--- config.mk ---
export PLATFORM = sky130hd
export DESIGN_NAME = window_sched
export DESIGN_NICKNAME = d
export VERILOG_FILES = /design/src/rtl/window_pkg.sv /design/src/rtl/sat_counter.sv /design/src/rtl/window_sched.sv
export SDC_FILE = /design/constraint.sdc
export NUM_CORES = 1
export LEC_CHECK = 0
export CAP_MARGIN = 20
export CORE_MARGIN = 2
export CORE_UTILIZATION = 37
export DETAILED_ROUTE_END_ITERATION = 10
export GPL_ROUTABILITY_DRIVEN = 0
export SKIP_LAST_GASP = 1
export SLEW_MARGIN = 20
export SYNTH_ARGS = -nofsm -noshare
export SYNTH_HDL_FRONTEND = slang
export SYNTH_SLANG_ARGS = --single-unit
--- constraint.sdc ---
create_clock -name clk -period 2.89 [get_ports clk]
set_clock_uncertainty 0.1 [all_clocks]
set_input_delay 0.867 -clock clk [delete_from_list [all_inputs] [get_ports clk]]
set_output_delay 0.867 -clock clk [all_outputs]
set_load 0.02 [all_outputs]
--- src/rtl/window_pkg.sv ---
// Shared types and default geometry for the window scheduler
// and the window generator that consumes its fire events.
package window_pkg;

   // Scheduler FSM states.
   typedef enum logic [1:0] {
      ST_FILL = 2'd0,
      ST_WAIT = 2'd1,
      ST_PEND = 2'd2
   } sched_state_t;

   localparam int DEF_WINDOW_SIZE = 32;
   localparam int DEF_STRIDE      = 8;

endpackage

--- src/rtl/sat_counter.sv ---
// Saturating up-counter with synchronous clear.
// Ports: clk, rst (sync, active-high), clr, inc, count[W-1:0].
module sat_counter #(
   parameter int W = 8
) (
   input  logic         clk,
   input  logic         rst,
   input  logic         clr,
   input  logic         inc,
   output logic [W-1:0] count
);

   logic [W-1:0] count_q;
   logic [W-1:0] count_d;

   always_comb begin
      count_d = count_q;
      if (clr) begin
         count_d = '0;
      end else if (inc && (count_q != '1)) begin
         count_d = count_q + 1'b1;
      end
   end

   always_ff @(posedge clk) begin
      if (rst) begin
         count_q <= '0;
      end else begin
         count_q <= count_d;
      end
   end

   assign count = count_q;

endmodule

--- src/rtl/window_sched.sv ---
// Sliding-window scheduler: tracks buffer fill and stride,
// offers each due window to a consumer via valid/ready.
// Ports: clk, rst (sync, active-high), en, in_valid,
//   fire_ready -> fire_valid, fire_idx, filled,
//   drop_cnt, overflow.
// Optional: WINDOW_SCHED_STATS_EN enables drop_cnt/overflow;
//   when undefined both outputs are tied to 0.
module window_sched
   import window_pkg::*;
#(
   parameter int WINDOW_SIZE = DEF_WINDOW_SIZE,
   parameter int STRIDE      = DEF_STRIDE,
   parameter int IDX_W       = 16,
   parameter int DROP_W      = 8
) (
   input  logic              clk,
   input  logic              rst,
   input  logic              en,
   input  logic              in_valid,
   input  logic              fire_ready,
   output logic              fire_valid,
   output logic [IDX_W-1:0]  fire_idx,
   output logic              filled,
   output logic [DROP_W-1:0] drop_cnt,
   output logic              overflow
);

   localparam int FW = (WINDOW_SIZE > 1) ? $clog2(WINDOW_SIZE) : 1;
   localparam int SW = (STRIDE > 1) ? $clog2(STRIDE) : 1;

   localparam logic [FW-1:0] FILL_LAST   = FW'(WINDOW_SIZE - 1);
   localparam logic [SW-1:0] STRIDE_LAST = SW'(STRIDE - 1);

   sched_state_t state_q;
   sched_state_t state_d;

   logic [FW-1:0]    fill_cnt_q;
   logic [FW-1:0]    fill_cnt_d;
   logic [SW-1:0]    stride_cnt_q;
   logic [SW-1:0]    stride_cnt_d;
   logic             filled_q;
   logic             filled_d;
   logic [IDX_W-1:0] fire_idx_q;
   logic [IDX_W-1:0] fire_idx_d;
   // Index the next due window will carry; fire_idx holds
   // the index of the pending (or most recent) window.
   logic [IDX_W-1:0] next_idx_q;
   logic [IDX_W-1:0] next_idx_d;

   logic due;
   logic take;

   always_comb begin
      state_d      = state_q;
      fill_cnt_d   = fill_cnt_q;
      stride_cnt_d = stride_cnt_q;
      filled_d     = filled_q;
      fire_idx_d   = fire_idx_q;
      next_idx_d   = next_idx_q;
      due          = 1'b0;

      // Sample accounting runs regardless of en so that the
      // window alignment survives a disabled period.
      if (in_valid) begin
         if (!filled_q) begin
            fill_cnt_d = fill_cnt_q + 1'b1;
            if (fill_cnt_q == FILL_LAST) begin
               filled_d = 1'b1;
               due      = 1'b1;
            end
         end else if (stride_cnt_q == STRIDE_LAST) begin
            stride_cnt_d = '0;
            due          = 1'b1;
         end else begin
            stride_cnt_d = stride_cnt_q + 1'b1;
         end
      end

      take = due & en;

      unique case (state_q)
         ST_FILL: begin
            if (take) begin
               state_d = ST_PEND;
            end else if (due) begin
               state_d = ST_WAIT;
            end
         end
         ST_WAIT: begin
            if (take) begin
               state_d = ST_PEND;
            end
         end
         ST_PEND: begin
            // A new window in the handshake cycle keeps us
            // pending; without a handshake it replaces the old.
            if (fire_ready && !take) begin
               state_d = ST_WAIT;
            end
         end
         default: begin
            state_d = ST_FILL;
         end
      endcase

      if (take) begin
         fire_idx_d = next_idx_q;
         next_idx_d = next_idx_q + 1'b1;
      end
   end

   always_ff @(posedge clk) begin
      if (rst) begin
         state_q      <= ST_FILL;
         fill_cnt_q   <= '0;
         stride_cnt_q <= '0;
         filled_q     <= 1'b0;
         fire_idx_q   <= '0;
         next_idx_q   <= '0;
      end else begin
         state_q      <= state_d;
         fill_cnt_q   <= fill_cnt_d;
         stride_cnt_q <= stride_cnt_d;
         filled_q     <= filled_d;
         fire_idx_q   <= fire_idx_d;
         next_idx_q   <= next_idx_d;
      end
   end

   assign fire_valid = (state_q == ST_PEND);
   assign fire_idx   = fire_idx_q;
   assign filled     = filled_q;

`ifdef WINDOW_SCHED_STATS_EN
   logic drop_ev;
   logic overflow_q;
   logic overflow_d;

   assign drop_ev = take && (state_q == ST_PEND) && !fire_ready;

   sat_counter #(
      .W (DROP_W)
   ) u_drop_cnt (
      .clk   (clk),
      .rst   (rst),
      .clr   (1'b0),
      .inc   (drop_ev),
      .count (drop_cnt)
   );

   always_comb begin
      overflow_d = overflow_q | drop_ev;
   end

   always_ff @(posedge clk) begin
      if (rst) begin
         overflow_q <= 1'b0;
      end else begin
         overflow_q <= overflow_d;
      end
   end

   assign overflow = overflow_q;
`else
   assign drop_cnt = '0;
   assign overflow = 1'b0;
`endif

endmodule

# Word level (Yosys, flattened, before mapping)
# Cells that the tools add are included.
# totals
elab_cells	35
input_bits	5
register_bits	43
out_inout_bits	27
# op_classes
n_bitwise	2
n_reduce_logical	6
n_addsub	3
n_eq_ne	7
mux	11
# op_table
cell	count
16-bit by 1-bit adder with 16-bit output, second input constant	1
2-bit 2-to-1 mux	4
2-bit case mux with 3 select lines	1
5-bit by 1-bit adder with 5-bit output, second input constant	1
5-bit == test, second input constant	1
1-bit 2-to-1 mux	5
2-bit AND reduction	2
3-bit by 1-bit adder with 3-bit output, second input constant	1
3-bit == test, second input constant	1
3-bit 2-to-1 mux	1
3-bit != test, second input constant	1
3-bit AND reduction	1
2-bit by 1-bit == test with 1-bit output, second input constant	1
2-bit == test, second input constant	1
2-bit zero test	1
2-bit by 1-bit != test with 1-bit output, second input constant	1
2-bit != test, second input constant	1
1-bit bitwise AND	1
1-bit logical AND	1
1-bit zero test	1
1-bit NOT	1

# Longest topological paths before layout
# logic_depth
word_depth	9
mapped_depth	8
depth_no_buf	7

# Least setup slack after synthesis
# No wires, ideal clock.
# synth_path
path_type	in2reg
startpoint	input port en
endpoint	register next_idx_q[10]
arrival_ps	1867
setup_time_ps	70
required_time_ps	2720
slack_ps	852
stages	5
n_path_buf	1
cell_sequence	and2_1 > buf_2 > nand4_4 > or4_1 > a21oi_1
# synth_via
elab_chain_cells	1
# synth_lines
element	line_no	text
from (decl)	window_sched.sv:18	input logic en,
1-bit bitwise AND	window_sched.sv:79	take = due & en;
to (signal assigned)	window_sched.sv:126	next_idx_q <= next_idx_d;
to (decl)	window_sched.sv:47	logic [IDX_W-1:0] next_idx_q;
# No other way between the ends.
# A chain may end at the register's enable or synchronous reset.

# Worst setup path in the final report
# layout_path
startpoint	register state_q[1]
endpoint	output port fire_valid
# layout_via
elab_chain_cells	1
# layout_lines
element	line_no	text
from (decl)	window_sched.sv:34	sched_state_t state_q;
from (signal assigned)	window_sched.sv:121	state_q <= state_d;
2-bit == test	window_sched.sv:130	assign fire_valid = (state_q == ST_PEND);
to (decl)	window_sched.sv:21	output logic fire_valid,
# No other way between the ends.

==> summary.txt <==
Status
  • Status: finished, final reports clean

Yosys
  • Syn Area/Cell: 8.52 µm²
  • Post-Synthesis Cells: 219
  • Netlist cell types: 34
  • FF+latch count, synth: 43
  • Synth Cell Area: 1870 µm²
  • Sequential fraction of the synthesis area: 46.1%
  • Synth Warn #: 0

Setup path
  • Critical Path AT: 1430 ps
  • Crit path largest cell delay: 600 ps
  • Cell family with most CP delay: buffers and inverters
  • CP max stage cell: clkdlybuf4s50_1
  • WP buf/inv: 1
  • Capturing element type of the critical path: output pin
  • Crit path cell chain: nor2b_1 > clkdlybuf4s50_1
  • Worst-path fanout max: 5
  • Crit path kind: reg2out
  • Worst setup SP type: flip-flop
  • Critical Path RT: 1920 ps

Power
  • Power per Cell Area: 450 nW/µm²
  • Power Total: 0.995 mW
  • Peak VDD IR: 0.267 mV
  • P_leak: 0.770 nW

Timing
  • RSZ-0062 raised after global routing: false
  • Final min period: 2400 ps
  • Final Hold Fails: 0
  • Final Max Tran Viols: 0
  • Final setup fails: 0
  • Period utilization: 83.0%
  • Max Fclk: 417 MHz
  • Setup tns final: 0 ps

CTS
  • Post-CTS Hold Buffers: 0
  • Maximum root-to-sink buffer count: 2
  • CTS tree: done
  • PostCTS Resize Cnt: 0
  • TritonCTS Buffers: 5
  • Clock Pin Slew Worst Setup and Hold Paths: 80 ps
  • Setup Fix Bufs, Post-CTS: 0
  • CTS H-tree depth: 2
  • Worst skew pair latency: 290 ps
  • CTS Sinks: 43
  • Root Buffer: clkbuf_8

Layout
  • Layout cell share with drive strength beyond 1: 6.17%
  • Final #Nets: 252
  • Diodes inserted: 0
  • Multi-input gate area: 921 µm²
  • Final core utilization: 46.2%
  • Fill cell count: 494
  • Synthesis-to-finish area growth: 18.5%
  • Sequential cell area: 861 µm²
  • Finished Cell Area: 2210 µm²

Hold path
  • Min-delay worst type: reg2reg

Global routing
  • Antenna violations before repair: 0
  • Pin count of the biggest net entering global routing: 20
  • GR Util All Layers: 14.2%
  • Vias in the first global route: 1379
  • Grt total ovfl: 0
  • First-pass GRT wire length: 6090 µm

Floorplan
  • Chip height: 75.0 µm
  • Die Wd: 75.0 µm
  • DIE AREA: 5630 µm²
  • Core area: 4790 µm²
  • Rows: 25
  • I/O pin count: 32
  • Starting Density: 39.0%

Detailed routing
  • Drt pass-1 iters: 4
  • DR WL/cell: 11.1 µm
  • Drt drc: 0
  • Routed wire length: 3450 µm
  • ANT nets after route: 0
  • 1st-iter DRT viols: 44
  • Total number of vias: 1490
  • Vias per cell: 4.81

Place
  • Placement Cell Area: 2130 µm²
  • PortBufs: 22
  • Hpwl dp: 2390 µm

Job
  • Max Cap Violations: 0
[final timing paths]
kind            startpoint        endpoint  slack [ps]  cells after the start
min reg2reg    fire_idx[1]     fire_idx[1]         350                      2
max reg2reg  fill_cnt_q[0]  next_idx_q[14]         810                      7
min            fire_idx[1]     fire_idx[1]         350                      2
max             state_q[1]      fire_valid         490                      2
[flip-flops by register name, summed over array words and instances (netlist names)]
name          count
stride_cnt_q      3
fill_cnt_q        5
filled            1
next_idx_q       16
fire_idx         16
state_q           2
[worst register-to-register path, stage by stage, from the launching register on]
cell	delay, ps
dfxtp_1	370
ha_1	180
and3_1	160
ha_1	180
mux2_4	210
nand4_4	170
or4_1	500
a21oi_1	150
[per-layer routing]
layer | global-route usage, % | wire, µm
met3 | 5.22 | 125
met5 | 0 | 0
met1 | 17.9 | 1740
met4 | 5.36 | 38
met2 | 22.1 | 1550
[cells in the final DEF (no fill, tap or decap), types with 2 or more instances in the layout]
cell type	instances
nand2_1	43
dfxtp_1	43
a21oi_1	31
clkdlybuf4s50_1	22
nor2_1	13
conb_1	9
nand3_1	7
o21ai_0	6
or3_1	6
ha_1	5
clkbuf_8	5
buf_4	5
o31ai_1	4
or4_1	4
xnor2_1	4
xor2_1	4
and3_1	3
mux2i_1	3
nand4_1	3
nor2b_1	2
nand2b_1	2
and4_1	2
inv_1	2
nor4b_1	2
clkbuf_1	2
[final cells by class]
cell class	count	area share (%)
inverter	2	0.339
timing repair buffer	27	11.7
clock inverter	1	0.226
multi-input combinational	163	41.6
sequential	43	38.9
clock buffer	7	3.45
tap	67	3.79
[cells by family after synthesis]
family | after synthesis | share of synthesized area [%]
other | 1 | 0.201
muxes | 4 | 2.41
and+or+nand+nor | 93 | 25.1
buffers and inverters | 21 | 6.17
AOI/OAI and AO/OA | 44 | 12.9
adders and majority gates | 5 | 3.35
xor gates and xnor gates | 8 | 3.75
DFF | 43 | 46.1
[Yosys cell counts (all sizes together)]
| master | number | area [µm²] |
|---|---|---|
| nor2 | 14 | 55.1 |
| a211oi | 1 | 7.51 |
| xor2 | 4 | 35.0 |
| nand2b | 2 | 12.5 |
| xnor2 | 4 | 35.0 |
| or3 | 6 | 37.5 |
| a2111oi | 1 | 8.76 |
| inv | 2 | 7.51 |
| mux2i | 3 | 30.0 |
| nor4b | 2 | 17.5 |
| nor3b | 1 | 7.51 |
| o31ai | 4 | 30.0 |
| and3 | 3 | 18.8 |
| a21oi | 31 | 155 |
| ha | 5 | 62.6 |
| buf | 11 | 77.6 |
| nor3 | 1 | 5.00 |
| dfxtp | 43 | 861 |
| nand4 | 5 | 52.6 |
| nand2 | 43 | 161 |
| o21ai | 6 | 30.0 |
| and4 | 2 | 17.5 |
| a221oi | 1 | 8.76 |
| conb | 1 | 3.75 |
| mux2 | 1 | 15.0 |
| or4 | 4 | 30.0 |
| nor2b | 2 | 12.5 |
| and2 | 1 | 6.26 |
| clkbuf | 8 | 30.0 |
| nand3 | 7 | 35.0 |
[stage by stage]
stage	instances	setup slack, ps	hold WS, ps
floorplan	227	852	337
global placement	302	288	343
detailed placement	302	255	349
CTS	310	472	360
global route	310	415	379
finish	310	493	355
[report_power, final]
part	internal, mW	leakage [nW]	switching [mW]
Combinational	0.0130	0.382	0.0281
Clock	0.169	0.0422	0.187
Sequential	0.595	0.347	0.00242
Total	0.777	0.770	0.217
No activity file was read; power rests on OpenSTA's default activity.
